$ cat src/rtl/alu_exec_if.sv
// Instruction, ALU-operand, write-back, debug and flag signals of alu_exec_stage.
// The stage connects through the slave modport; the instruction source and ALU side use master.
interface alu_exec_if #(
    parameter int DATA_W     = 16,
    parameter int REG_ADDR_W = 2,
    parameter int SEL_W      = 3
);
    logic                  instr_valid;
    logic                  instr_ready;
    logic [SEL_W-1:0]      instr_op;
    logic [REG_ADDR_W-1:0] instr_rd;
    logic [REG_ADDR_W-1:0] instr_rs1;
    logic [REG_ADDR_W-1:0] instr_rs2;
    logic [DATA_W-1:0]     instr_imm;
    logic                  instr_use_imm;
    logic [DATA_W-1:0]     alu_a;
    logic [DATA_W-1:0]     alu_b;
    logic [SEL_W-1:0]      alu_sel;
    logic [DATA_W-1:0]     alu_out;
    logic                  res_valid;
    logic [REG_ADDR_W-1:0] res_rd;
    logic [DATA_W-1:0]     res_data;
    logic [REG_ADDR_W-1:0] dbg_addr;
    logic [DATA_W-1:0]     dbg_data;
    logic                  flag_z;
    logic                  flag_n;

    modport slave (
        input  instr_valid, instr_op, instr_rd, instr_rs1, instr_rs2, instr_imm, instr_use_imm,
        input  alu_out, dbg_addr,
        output instr_ready, alu_a, alu_b, alu_sel, res_valid, res_rd, res_data, dbg_data,
        output flag_z, flag_n
    );

    modport master (
        output instr_valid, instr_op, instr_rd, instr_rs1, instr_rs2, instr_imm, instr_use_imm,
        output alu_out, dbg_addr,
        input  instr_ready, alu_a, alu_b, alu_sel, res_valid, res_rd, res_data, dbg_data,
        input  flag_z, flag_n
    );
endinterface

$ cat src/rtl/alu_exec_stage.sv
// Multi-cycle execute stage (IDLE -> EXEC -> WB) feeding a combinational ALU and owning the register file.
// Define ALU_FLAGS_EN to build the zero/negative result flags; otherwise they are tied low.
module alu_exec_stage #(
    parameter int DATA_W     = 16,
    parameter int REG_ADDR_W = 2,
    parameter int SEL_W      = 3
) (
    input logic        clk,
    input logic        reset,
    alu_exec_if.slave  bus
);
    localparam int DEPTH = 2 ** REG_ADDR_W;

    typedef enum logic [1:0] {
        S_IDLE = 2'd0,
        S_EXEC = 2'd1,
        S_WB   = 2'd2
    } state_e;

    state_e                state_q, state_d;
    logic [DATA_W-1:0]     rf_q [DEPTH];
    logic [DATA_W-1:0]     rf_d [DEPTH];
    logic [DATA_W-1:0]     alu_a_q, alu_a_d;
    logic [DATA_W-1:0]     alu_b_q, alu_b_d;
    logic [SEL_W-1:0]      alu_sel_q, alu_sel_d;
    logic [REG_ADDR_W-1:0] rd_q, rd_d;
    logic [REG_ADDR_W-1:0] res_rd_q, res_rd_d;
    logic [DATA_W-1:0]     res_data_q, res_data_d;

    logic                  instr_ready;
    logic                  res_valid;
    logic                  accept;
    logic [DATA_W-1:0]     rs1_data, rs2_data, dbg_rd_data;

    // Register 0 reads as zero regardless of what the array holds.
    assign rs1_data    = (bus.instr_rs1 == '0) ? '0 : rf_q[bus.instr_rs1];
    assign rs2_data    = (bus.instr_rs2 == '0) ? '0 : rf_q[bus.instr_rs2];
    assign dbg_rd_data = (bus.dbg_addr  == '0) ? '0 : rf_q[bus.dbg_addr];

    assign accept = instr_ready & bus.instr_valid;

    // NOTE: sequential state uses non-blocking assignments so every flop samples pre-edge values.
    always_ff @(posedge clk) begin
        if (reset) begin
            state_q <= S_IDLE;
        end else begin
            state_q <= state_d;
        end
    end

    always_comb begin
        state_d = state_q;
        unique case (state_q)
            S_IDLE:  if (bus.instr_valid) state_d = S_EXEC;
            S_EXEC:  state_d = S_WB;
            S_WB:    state_d = S_IDLE;
            default: state_d = S_IDLE;
        endcase
    end

    // NOTE: every comb output gets a default first, so no path can infer a latch.
    always_comb begin
        instr_ready = 1'b0;
        res_valid   = 1'b0;
        unique case (state_q)
            S_IDLE:  instr_ready = 1'b1;
            S_WB:    res_valid   = 1'b1;
            default: ;
        endcase
    end

    always_comb begin
        rf_d       = rf_q;
        alu_a_d    = alu_a_q;
        alu_b_d    = alu_b_q;
        alu_sel_d  = alu_sel_q;
        rd_d       = rd_q;
        res_rd_d   = res_rd_q;
        res_data_d = res_data_q;
        if (accept) begin
            alu_a_d   = rs1_data;
            alu_b_d   = bus.instr_use_imm ? bus.instr_imm : rs2_data;
            alu_sel_d = bus.instr_op;
            rd_d      = bus.instr_rd;
        end
        if (state_q == S_EXEC) begin
            res_data_d = bus.alu_out;
            res_rd_d   = rd_q;
        end
        if ((state_q == S_WB) && (res_rd_q != '0)) begin
            rf_d[res_rd_q] = res_data_q;
        end
    end

    // NOTE: the register file is small and must read zero after reset, so it is reset like any flop.
    always_ff @(posedge clk) begin
        if (reset) begin
            rf_q       <= '{default: '0};
            alu_a_q    <= '0;
            alu_b_q    <= '0;
            alu_sel_q  <= '0;
            rd_q       <= '0;
            res_rd_q   <= '0;
            res_data_q <= '0;
        end else begin
            rf_q       <= rf_d;
            alu_a_q    <= alu_a_d;
            alu_b_q    <= alu_b_d;
            alu_sel_q  <= alu_sel_d;
            rd_q       <= rd_d;
            res_rd_q   <= res_rd_d;
            res_data_q <= res_data_d;
        end
    end

`ifdef ALU_FLAGS_EN
    logic flag_z_q, flag_z_d;
    logic flag_n_q, flag_n_d;

    // Flags follow every write-back, including discarded writes to register 0.
    always_comb begin
        flag_z_d = flag_z_q;
        flag_n_d = flag_n_q;
        if (state_q == S_WB) begin
            flag_z_d = (res_data_q == '0);
            flag_n_d = res_data_q[DATA_W-1];
        end
    end

    always_ff @(posedge clk) begin
        if (reset) begin
            flag_z_q <= 1'b0;
            flag_n_q <= 1'b0;
        end else begin
            flag_z_q <= flag_z_d;
            flag_n_q <= flag_n_d;
        end
    end

    assign bus.flag_z = flag_z_q;
    assign bus.flag_n = flag_n_q;
`else
    assign bus.flag_z = 1'b0;
    assign bus.flag_n = 1'b0;
`endif

    assign bus.instr_ready = instr_ready;
    assign bus.res_valid   = res_valid;
    assign bus.alu_a       = alu_a_q;
    assign bus.alu_b       = alu_b_q;
    assign bus.alu_sel     = alu_sel_q;
    assign bus.res_rd      = res_rd_q;
    assign bus.res_data    = res_data_q;
    assign bus.dbg_data    = dbg_rd_data;
endmodule

$ cat src/flat_wrapper.sv
// flat-port wrapper written by rule: the top's interface ports become plain ports
module alu_exec_stage_flat 
#(
    parameter int DATA_W     = 16,
    parameter int REG_ADDR_W = 2,
    parameter int SEL_W      = 3
)
  (clk, reset, bus_instr_valid, bus_instr_op, bus_instr_rd, bus_instr_rs1, bus_instr_rs2, bus_instr_imm, bus_instr_use_imm, bus_alu_out, bus_dbg_addr, bus_instr_ready, bus_alu_a, bus_alu_b, bus_alu_sel, bus_res_valid, bus_res_rd, bus_res_data, bus_dbg_data, bus_flag_z, bus_flag_n);
  alu_exec_if #(.DATA_W(DATA_W), .REG_ADDR_W(REG_ADDR_W), .SEL_W(SEL_W)) bus_i ();
  input logic clk;
  input logic reset;
  input wire logic [$bits(bus_i.instr_valid)-1:0] bus_instr_valid;
  input wire logic [$bits(bus_i.instr_op)-1:0] bus_instr_op;
  input wire logic [$bits(bus_i.instr_rd)-1:0] bus_instr_rd;
  input wire logic [$bits(bus_i.instr_rs1)-1:0] bus_instr_rs1;
  input wire logic [$bits(bus_i.instr_rs2)-1:0] bus_instr_rs2;
  input wire logic [$bits(bus_i.instr_imm)-1:0] bus_instr_imm;
  input wire logic [$bits(bus_i.instr_use_imm)-1:0] bus_instr_use_imm;
  input wire logic [$bits(bus_i.alu_out)-1:0] bus_alu_out;
  input wire logic [$bits(bus_i.dbg_addr)-1:0] bus_dbg_addr;
  output wire logic [$bits(bus_i.instr_ready)-1:0] bus_instr_ready;
  output wire logic [$bits(bus_i.alu_a)-1:0] bus_alu_a;
  output wire logic [$bits(bus_i.alu_b)-1:0] bus_alu_b;
  output wire logic [$bits(bus_i.alu_sel)-1:0] bus_alu_sel;
  output wire logic [$bits(bus_i.res_valid)-1:0] bus_res_valid;
  output wire logic [$bits(bus_i.res_rd)-1:0] bus_res_rd;
  output wire logic [$bits(bus_i.res_data)-1:0] bus_res_data;
  output wire logic [$bits(bus_i.dbg_data)-1:0] bus_dbg_data;
  output wire logic [$bits(bus_i.flag_z)-1:0] bus_flag_z;
  output wire logic [$bits(bus_i.flag_n)-1:0] bus_flag_n;
  assign bus_i.instr_valid = bus_instr_valid;
  assign bus_i.instr_op = bus_instr_op;
  assign bus_i.instr_rd = bus_instr_rd;
  assign bus_i.instr_rs1 = bus_instr_rs1;
  assign bus_i.instr_rs2 = bus_instr_rs2;
  assign bus_i.instr_imm = bus_instr_imm;
  assign bus_i.instr_use_imm = bus_instr_use_imm;
  assign bus_i.alu_out = bus_alu_out;
  assign bus_i.dbg_addr = bus_dbg_addr;
  assign bus_instr_ready = bus_i.instr_ready;
  assign bus_alu_a = bus_i.alu_a;
  assign bus_alu_b = bus_i.alu_b;
  assign bus_alu_sel = bus_i.alu_sel;
  assign bus_res_valid = bus_i.res_valid;
  assign bus_res_rd = bus_i.res_rd;
  assign bus_res_data = bus_i.res_data;
  assign bus_dbg_data = bus_i.dbg_data;
  assign bus_flag_z = bus_i.flag_z;
  assign bus_flag_n = bus_i.flag_n;
  alu_exec_stage #(.DATA_W(DATA_W), .REG_ADDR_W(REG_ADDR_W), .SEL_W(SEL_W)) u_core (.clk(clk), .reset(reset), .bus(bus_i));
endmodule
$ cat config.mk
export PLATFORM = sky130hd
export DESIGN_NAME = alu_exec_stage_flat
export DESIGN_NICKNAME = d
export VERILOG_FILES = /design/src/rtl/alu_exec_if.sv /design/src/rtl/alu_exec_stage.sv /design/src/flat_wrapper.sv
export SDC_FILE = /design/constraint.sdc
export NUM_CORES = 1
export LEC_CHECK = 0
export CAP_MARGIN = 10
export CORE_MARGIN = 4
export CORE_UTILIZATION = 35
export CTS_BUF_LIST = sky130_fd_sc_hd__clkbuf_4 sky130_fd_sc_hd__clkbuf_8
export DETAILED_ROUTE_END_ITERATION = 8
export GPL_ROUTABILITY_DRIVEN = 0
export GPL_TIMING_DRIVEN = 1
export PLACE_DENSITY = 0.69
export SYNTH_ARGS = -nofsm -noshare
export SYNTH_HDL_FRONTEND = slang
export SYNTH_SLANG_ARGS = --single-unit
$ cat constraint.sdc
create_clock -name clk -period 1.65 [get_ports clk]
set_input_delay 0.2475 -clock clk [delete_from_list [all_inputs] [get_ports clk]]
set_output_delay 0.2475 -clock clk [all_outputs]
set_load 0.05 [all_outputs]
==> out/qor.csv, run 1 <==
metric,value,unit
combinational fraction of design power,0.127,
hold_buf cts,0,
count of final max-slew check failures,0,
fin util,0.5268,
"Reg clk slew, reported paths",0.07,ns
switching pwr,1755,uW
NumNets Final,765,
TritonRoute pass-1 iters,6,
total power,6664,uW
CP required,1.40,ns
area share of the largest cell type after synthesis,0.4656,
PD cells,870.5,mW/mm2
Detailed Route WL,16.47,mm
final setup margin,-0.03247,ns
first-pass GRT wire length,24.95,mm
CTS tree,yes,
Rows,44,
CORE AREA,0.01453,mm2
Hold Slack,0.1664,ns
drt drc,0,
detailed placement HPWL,11.69,mm
FF-to-FF setup slack,0.06,ns
gr ovfl total,0,
Area contributors post-synth,"dfxtp_1 (47%), nand2_1 (10%), a21oi_1 (8.4%), mux2_2 (6.9%), mux4_2 (6.9%)",
CP max stage cell,dfxtp_4,
number of synthesized flops with an enable pin,0,
Multi-input gate area,0.002694,mm2
failing checks,negative setup slack,
Max Buffers Root-to-Sink,2,
routed len/inst,18.00,um
IO Count,120,
"Seq/Total Area, Yosys",0.4656,
synthesized area per cell,9.127,um2
Antenna diodes,0,
Tmin final,1.682,ns
Synth Warn #,0,
Synth cell types,24,
Max Freq,0.5944,GHz
post-synthesis cell count,570,
leak pwr,0.003015,uW
status,finished with violations,
crit path kind,register to output port,
Clk pwr share,0.419,
Max Cap Violations,0,
DR iter-0 viols,342,
final setup fails,8,
"Hold Vio Cnt, Final",0,
Tcrit/Tclk final,1.020,
internal power,4909,uW
Die X,129.9,um
Mapped Area,0.005202,mm2
crit end category,output port,
Worst setup SP type,register,
post-route ant nets,0,
Seq. cell area,0.002489,mm2
CP max stage delay,0.36,ns
vias per cell,5.339,
via count,4885,
pre-CTS WS,-0.2655,ns
Hold Crit Class,input port to register,
Max VDD drop,0.4464,mV
# fillers,1257,
worst-skew pair later-pin latency,0.44,ns
vias in the first global route,4713,
H-tree Lvls,4,
TritonCTS Sinks,121,
die area,0.01688,mm2
top-count cell post-synth,nand2_1,
post-synth top area cell,dfxtp_1,
worst path cell trace,mux2_4 > a22o_4 > buf_12,
die span in y,129.9,um
synth cell count leaders,"nand2_1 (142), dfxtp_1 (121), a21oi_1 (87)",
asr flop ratio synth,0,
Root Buffer,clkbuf_8,
RSZ-0062 raised after global routing,true,
Seq cells post-synth,121,
Starting Density,0.3580,
ys flop type,dfxtp_1,
antenna violations before repair,0,
largest net degree at the start of global routing,43,
share of layout cells above drive strength 1,0.3721,
Layout area overhead,47.16,%
cts bufs inserted,17,
Clock Skews,0.009328,ns
crit path max fanout,2,
I/O Buffers,117,
Overall Global Routing Usage,0.1932,
Switching Fraction,0.2634,
Seq pwr share,0.454,
WP data arrival,1.43,ns
[final timing paths]
kind,end,depth (start not counted),from
setup reg to reg,u_core.bus.alu_a[15],4,u_core.state_q[0]
setup / recovery,bus_dbg_data[13],3,u_core.rf_q[13]
hold / removal,u_core.rf_q[60],2,reset
hold reg to reg,u_core.bus.res_rd[0],2,u_core.rd_q[0]
[power by group through the flow]
| stage | clock [uW] | combinational [uW] | sequential (uW) |
|---|---|---|---|
| 2_1_floorplan | 0 | 298 | 3280 |
| 3_3_place_gp | 0 | 804 | 3100 |
| 3_5_place_dp | 0 | 820 | 3110 |
| 4_1_cts | 2840 | 848 | 3030 |
| 5_1_grt | 2970 | 899 | 3030 |
| 6_report | 2790 | 848 | 3030 |
[worst max-delay path: cells and delay by family, from the launching register on]
family / cells / cell delay [ns]
AO/OA/AOI/OAI: 1 / 0.23
flip-flops: 1 / 0.36
multiplexers: 1 / 0.27
buffers and inverters: 1 / 0.14
[cell usage in the layout, fill, tap and decap left out]
cell	synthesis	layout
nand2_1	142	142
buf_4	2	109
a21oi_1	87	87
dfxtp_1	121	86
clkdlybuf4s50_1	0	43
dfxtp_2	0	26
buf_12	0	24
mux2_2	32	22
a22o_1	32	22
nor2_1	21	21
clkbuf_8	0	20
nor2b_1	20	18
a22oi_1	16	16
a211oi_1	16	16
mux4_2	16	16
mux2_4	0	10
a22o_4	0	10
dfxtp_4	0	9
clkinvlp_4	0	5
clkinv_2	0	4
buf_6	2	4
bufinv_16	0	3
nor4bb_2	0	2
or4bb_1	2	2
conb_1	1	2
nor2b_4	0	1
nor2b_2	0	1
or3b_1	1	1
nor3b_2	2	1
nor3b_4	0	1
nor3_4	1	1
and4b_2	0	1
nand4b_1	1	1
nand2b_1	1	1
bufbuf_16	0	1
dlygate4sd2_1	0	1
buf_2	13	1
[cell type report]
type,count,share of cell area
clock buffer,20,0.03595
clock inverter,12,0.01928
multi-input combinational,395,0.3519
sequential,121,0.3251
tap,184,0.03007
timing repair buffer,183,0.2378
[registers in the layout, indices dropped and copies added (netlist names)]
| signal | cells |
|---|---|
| u_core.bus.res_data | 16 |
| u_core.bus.alu_sel | 3 |
| u_core.rf_q | 64 |
| u_core.bus.alu_a | 16 |
| u_core.bus.res_rd | 2 |
| u_core.state_q | 2 |
| u_core.bus.alu_b | 16 |
| u_core.rd_q | 2 |
[stage by stage]
| stage | cells | setup TNS (ns) | instance area [um2] |
|---|---|---|---|
| 2_1_floorplan | 571 | 0 | 5223 |
| 3_3_place_gp | 848 | -7.542 | 6743 |
| 3_5_place_dp | 848 | -8.385 | 6743 |
| 4_1_cts | 914 | -0.6051 | 7609 |
| 5_1_grt | 915 | -0.7585 | 7656 |
| 6_report | 915 | -0.1576 | 7656 |
[routing by layer]
| metal | routed length, um | track usage |
|---|---|---|
| met4 | 610 | 0.1088 |
| met2 | 7812 | 0.3109 |
| met5 | 0 | 0 |
| met3 | 1259 | 0.04216 |
| met1 | 6790 | 0.2404 |
[logic make-up after synthesis]
| logic type | count (synthesis) | share of synthesized area |
|---|---|---|
| flops | 121 | 0.4656 |
| compound gates | 151 | 0.1837 |
| mux | 48 | 0.1385 |
| other cells | 1 | 0.0007208 |
| buf+inv | 55 | 0.04714 |
| simple gates | 194 | 0.1643 |
[what timing repair did]
item	in CTS	in global routing
hold endpoints to repair	0	0
buffers inserted	32	1
cloned	2	0
pin swaps	10	9
gates resized for setup	70	8
setup endpoints to repair	17	41
Note: power is estimated with default switching activity, not from simulation.
==> inputs of run 2 (changes only) <==
Settings changed: GPL_TIMING_DRIVEN 1 to 0, SLEW_MARGIN set to 20.
==> out/qor.csv, run 2 (same netlist as run 1, synthesis figures left out) <==
metric,value,unit,change
status,finished with violations,,
failing checks,negative setup slack,,
worst-skew pair later-pin latency,0.44,ns,about the same
Clock Skews,0.007415,ns,-0.001913 ns
CP required,1.40,ns,about the same
"commonest non-fill, non-tap cell in the layout",nand2_1,,
routed len/inst,17.07,um,-5.2%
Max VDD drop,0.4328,mV,-3.0%
Die X,129.9,um,unchanged
die area,0.01688,mm2,unchanged
CORE AREA,0.01453,mm2,unchanged
Root Buffer,clkbuf_8,,
"Reg clk slew, reported paths",0.07,ns,about the same
IO Count,120,,unchanged
Tmin final,1.688,ns,+0.005168 ns
drt drc,0,,unchanged
Hold Slack,0.3482,ns,+0.1819 ns
Largest register FFs,64,,unchanged
post-route ant nets,0,,unchanged
gr ovfl total,0,,unchanged
routing usage on met3,0.04380,,+0.001637
crit end category,output port,,
Tcrit/Tclk final,1.023,,+0.003132
Max Freq,0.5925,GHz,-0.31%
final setup margin,-0.03764,ns,-0.005168 ns
Critical Path Source,u_core.rf_q[12],,
GR peak layer,met2,,
worst r2r src,u_core.state_q[1],,
Rows,44,,unchanged
Overall Global Routing Usage,0.1889,,-0.004336
cts bufs inserted,17,,unchanged
met1 usage,0.2439,,+0.003507
TritonRoute pass-1 iters,5,,-1
detailed placement HPWL,11.67,mm,-0.17%
die span in y,129.9,um,unchanged
Seq. cell area,0.002467,mm2,-0.85%
Detailed Route WL,15.64,mm,-5.1%
Multi-input gate area,0.002626,mm2,-2.5%
NumNets Final,766,,+0.13%
setup_tns,-0.2252,ns,-0.06756 ns
worst-margin pin slew,0.6542,ns,
Layout area overhead,41.46,%,
final setup fails,12,,+4
min-delay src,bus_instr_use_imm,,
hold_buf cts,0,,unchanged
# fillers,1373,,+9.2%
Slew HR,0.5639,,
Max Buffers Root-to-Sink,2,,unchanged
TritonCTS Sinks,121,,unchanged
Antenna diodes,0,,unchanged
CTS tree,yes,,
count of final max-slew check failures,0,,unchanged
vias per cell,5.090,,-4.7%
WP data arrival,1.44,ns,about the same
first-pass GRT wire length,24.58,mm,-1.5%
most flop-heavy register,u_core.rf_q,,
antenna violations before repair,0,,unchanged
"Hold Vio Cnt, Final",0,,unchanged
PD cells,926.7,mW/mm2,+6.5%
pre-CTS WS,-0.9137,ns,-0.6481 ns
Max Cap Violations,0,,unchanged
Hold Crit Class,input port to register,,
"commonest cells after routing, fill and taps aside","nand2_1 (142), dfxtp_1 (87), a21oi_1 (81), clkdlybuf4s50_1 (39), dlygate4sd2_1 (34)",,
leak pwr,0.002885,uW,-4.3%
grt met2 use,0.3051,,-0.005763
RSZ-0062 raised after global routing,true,,
I/O Buffers,110,,-6.0%
crit path kind,register to output port,,
DR iter-0 viols,274,,-20%
crit path max fanout,3,,+1
Worst setup SP type,register,,
vias in the first global route,4739,,+0.55%
largest net degree at the start of global routing,17,,-60%
H-tree Lvls,4,,unchanged
Starting Density,0.3580,,unchanged
share of layout cells above drive strength 1,0.3128,,-0.05925
fin util,0.5064,,-0.02040
via count,4662,,-4.6%
[run 2: worst max-delay path: stages (launching register included)]
cell and delay [ns]:
dfxtp_4 0.36, mux2_4 0.26, a22o_4 0.24, buf_8 0.15
[run 2: final timing paths]
check / to / slack, ns / depth (start not counted)
min: u_core.bus.alu_b[7] / 0.35 / 3
min reg2reg: u_core.bus.res_rd[1] / 0.44 / 2
max: bus_dbg_data[12] / -0.04 / 3
max reg2reg: u_core.bus.alu_b[9] / 0.07 / 6
[run 2: layout make-up]
class	instances	area share
sequential	121	0.3353
timing repair buffer	136	0.1789
buffer	48	0.03638
tap	184	0.03128
multi-input combinational	395	0.3569
clock inverter	7	0.01887
clock buffer	25	0.04250
[run 2: metrics by stage]
stage                     total power [uW]  instance area (um2)  instances
after floorplan                       3581                 5223        571
after CTS                             6860                 7289        921
after global routing                  7069                 7360        916
after detailed placement              3895                 6554        865
after global placement                3878                 6554        865
final                                 6820                 7360        916
[run 2: layer usage]
layer | vias to the layer above | wire length [um] | share of wire
li1 | 2293 | - | -
met2 | 160 | 7365 | 0.47
met1 | 2185 | 7005 | 0.45
met3 | 24 | 977 | 0.062
met5 | - | 0 | 0
met4 | 0 | 291 | 0.019
[run 2: power breakdown]
group	leakage (uW)	total, uW	internal (uW)	switching, uW
Combinational	0.00165	796	283	512
Clock	0.000235	2990	1850	1140
Sequential	0.000998	3030	2980	52.6
Total	0.00288	6820	5110	1710
[run 2: what timing repair did]
item	4_1_cts	5_1_grt
setup endpoints to repair	119	92
buffers inserted	25	1
pin swaps	4	4
gates resized for setup	261	49
==> inputs of run 3 (changes only) <==
Settings changed: CTS_CLUSTER_SIZE set to 14, GPL_ROUTABILITY_DRIVEN 0 to not set, PLACE_DENSITY 0.69 to 0.73.
==> out/qor.csv, run 3 (same netlist as run 1, synthesis figures left out) <==
metric,value,unit,change
status,finished with violations,,
failing checks,negative setup slack,,
fin util,0.5097,,+0.003357
Tmin final,1.690,ns,+0.002251 ns
worst-skew pair later-pin latency,0.44,ns,about the same
Root Buffer,clkbuf_8,,
setup_tns,-0.1332,ns,+0.09195 ns
Max VDD drop,0.4517,mV,+4.4%
leak pwr,0.002962,uW,+2.7%
final setup margin,-0.03989,ns,-0.002251 ns
Detailed Route WL,15.61,mm,-0.19%
Overall Global Routing Usage,0.1837,,-0.005130
first-pass GRT wire length,24.34,mm,-0.98%
CP max stage delay,0.34,ns,-0.02 ns
DR iter-0 viols,325,,+19%
worst-margin pin slew,0.7063,ns,+0.05210 ns
final setup fails,9,,-3
I/O Buffers,110,,unchanged
"Reg clk slew, reported paths",0.07,ns,about the same
"commonest cells after routing, fill and taps aside","nand2_1 (142), dfxtp_1 (88), a21oi_1 (80), clkdlybuf4s50_1 (39)",,
internal power,4582,uW,-10%
routed len/inst,16.91,um,-0.94%
hold_buf cts,0,,unchanged
# fillers,1327,,-3.4%
"commonest non-fill, non-tap cell in the layout",nand2_1,,
CP max stage cell,dfxtp_2,,
Clock Skews,0.007101,ns,-0.0003144 ns
TritonRoute pass-1 iters,5,,unchanged
most flop-heavy register,u_core.rf_q,,
Worst setup SP type,register,,
Die X,129.9,um,unchanged
Max Freq,0.5918,GHz,-0.13%
post-route ant nets,0,,unchanged
CORE AREA,0.01453,mm2,unchanged
vias per cell,5.074,,-0.31%
WP data arrival,1.44,ns,about the same
drt drc,0,,unchanged
GPL Wtd Cong,0.8538,,
Layout area overhead,42.40,%,
crit path kind,register to output port,,
Max Cap Violations,0,,unchanged
PD cells,857.5,mW/mm2,-7.5%
H-tree Lvls,4,,unchanged
crit end category,output port,,
NumNets Final,773,,+0.91%
TritonCTS Sinks,121,,unchanged
share of layout cells above drive strength 1,0.3166,,+0.003803
Hold Crit Class,input port to register,,
Slew HR,0.5292,,-0.03473
gr ovfl total,0,,unchanged
worst path cell trace,mux2_4 > a22o_1 > buf_6,,
Max Buffers Root-to-Sink,2,,unchanged
Starting Density,0.3580,,unchanged
largest net degree at the start of global routing,17,,unchanged
via count,4683,,+0.45%
Largest register FFs,64,,unchanged
CP required,1.40,ns,about the same
count of final max-slew check failures,0,,unchanged
antenna violations before repair,0,,unchanged
Clk pwr share,0.397,,-0.042
"Hold Vio Cnt, Final",0,,unchanged
Rows,44,,unchanged
crit path max fanout,2,,-1
die area,0.01688,mm2,unchanged
switching pwr,1771,uW,+3.8%
detailed placement HPWL,11.41,mm,-2.2%
IO Count,120,,unchanged
die span in y,129.9,um,unchanged
cts bufs inserted,17,,unchanged
CTS tree,yes,,
Antenna diodes,0,,unchanged
RSZ-0062 raised after global routing,true,,
vias in the first global route,4627,,-2.4%
Tcrit/Tclk final,1.024,,+0.001364
Seq pwr share,0.477,,+0.032
Switching Fraction,0.2788,,+0.02860
combinational fraction of design power,0.126,,+0.009
run 3: cell count changes in the layout (fill, tap and decap cells not counted), sizes merged:
cell / previous run / this run
clkinvlp: 0 / 4
dlygate4sd2: 34 / 35
buf: 67 / 76
clkinv: 3 / 6
clkdlybuf4s15: 18 / 14
bufinv: 4 / 1
clkbuf: 51 / 48
run 3: path summary, 6_finish.rpt:
check,depth (start not counted),slack [ns],end,start
min,3,0.36,u_core.bus.res_data[12],bus_alu_out[12]
min reg2reg,2,0.45,u_core.bus.res_rd[0],u_core.rd_q[0]
max reg2reg,6,0.09,u_core.bus.alu_a[12],u_core.state_q[0]
max,3,-0.04,bus_dbg_data[14],u_core.rf_q[14]
run 3: through the flow:
stage / cell area [um2] / hold slack (ns) / power [uW] / setup slack (ns) / std cells
2_1_floorplan: 5223 / 0.3835 / 3581 / 0.006032 / 571
5_1_grt: 7408 / 0.3444 / 6585 / -0.07152 / 923
3_5_place_dp: 6554 / 0.4418 / 3894 / -0.9216 / 865
3_3_place_gp: 6554 / 0.4319 / 3886 / -0.8951 / 865
6_report: 7408 / 0.3608 / 6353 / -0.03989 / 923
4_1_cts: 7307 / 0.3302 / 6367 / -0.03486 / 921
run 3: power by group through the flow:
| stage | combinational, uW | sequential [uW] | clock, uW |
|---|---|---|---|
| after global routing | 853 | 3040 | 2690 |
| after detailed placement | 792 | 3100 | 0 |
| after CTS | 783 | 3030 | 2550 |
| final | 801 | 3030 | 2520 |
| after floorplan | 298 | 3280 | 0 |
| after global placement | 787 | 3100 | 0 |
run 3: worst max-delay path: cells and delay by family, from the launching register on:
kind	cells	cell delay (ns)
AOI/OAI and AO/OA	1	0.25
muxes	1	0.25
DFF	1	0.34
buffers and inverters	1	0.17
run 3: per-layer routing:
metal  vias up  routed length [um]  GRT usage
li1       2321                   -          -
met2       154                7293     0.2906
met3        20                1058    0.04175
met4         0                 237    0.07335
met5         -                   0          0
met1      2188                7021     0.2443
run 3: cell type report:
cell class              count  area, um2  share of cell area
plain buffers              50      286.5             0.03868
multi-input cells         395       2710              0.3658
clock inverters            11      97.59             0.01317
well taps                 184      230.2             0.03108
flip-flops and latches    121       2464              0.3325
clock buffers              21      282.8             0.03817
repair buffers            141       1338              0.1805
run 3: what timing repair did:
action                     4_1_cts  5_1_grt
setup buffers                   25        6
setup endpoints to repair      119       96
pin swaps                        7        6
gates resized for setup        276       48
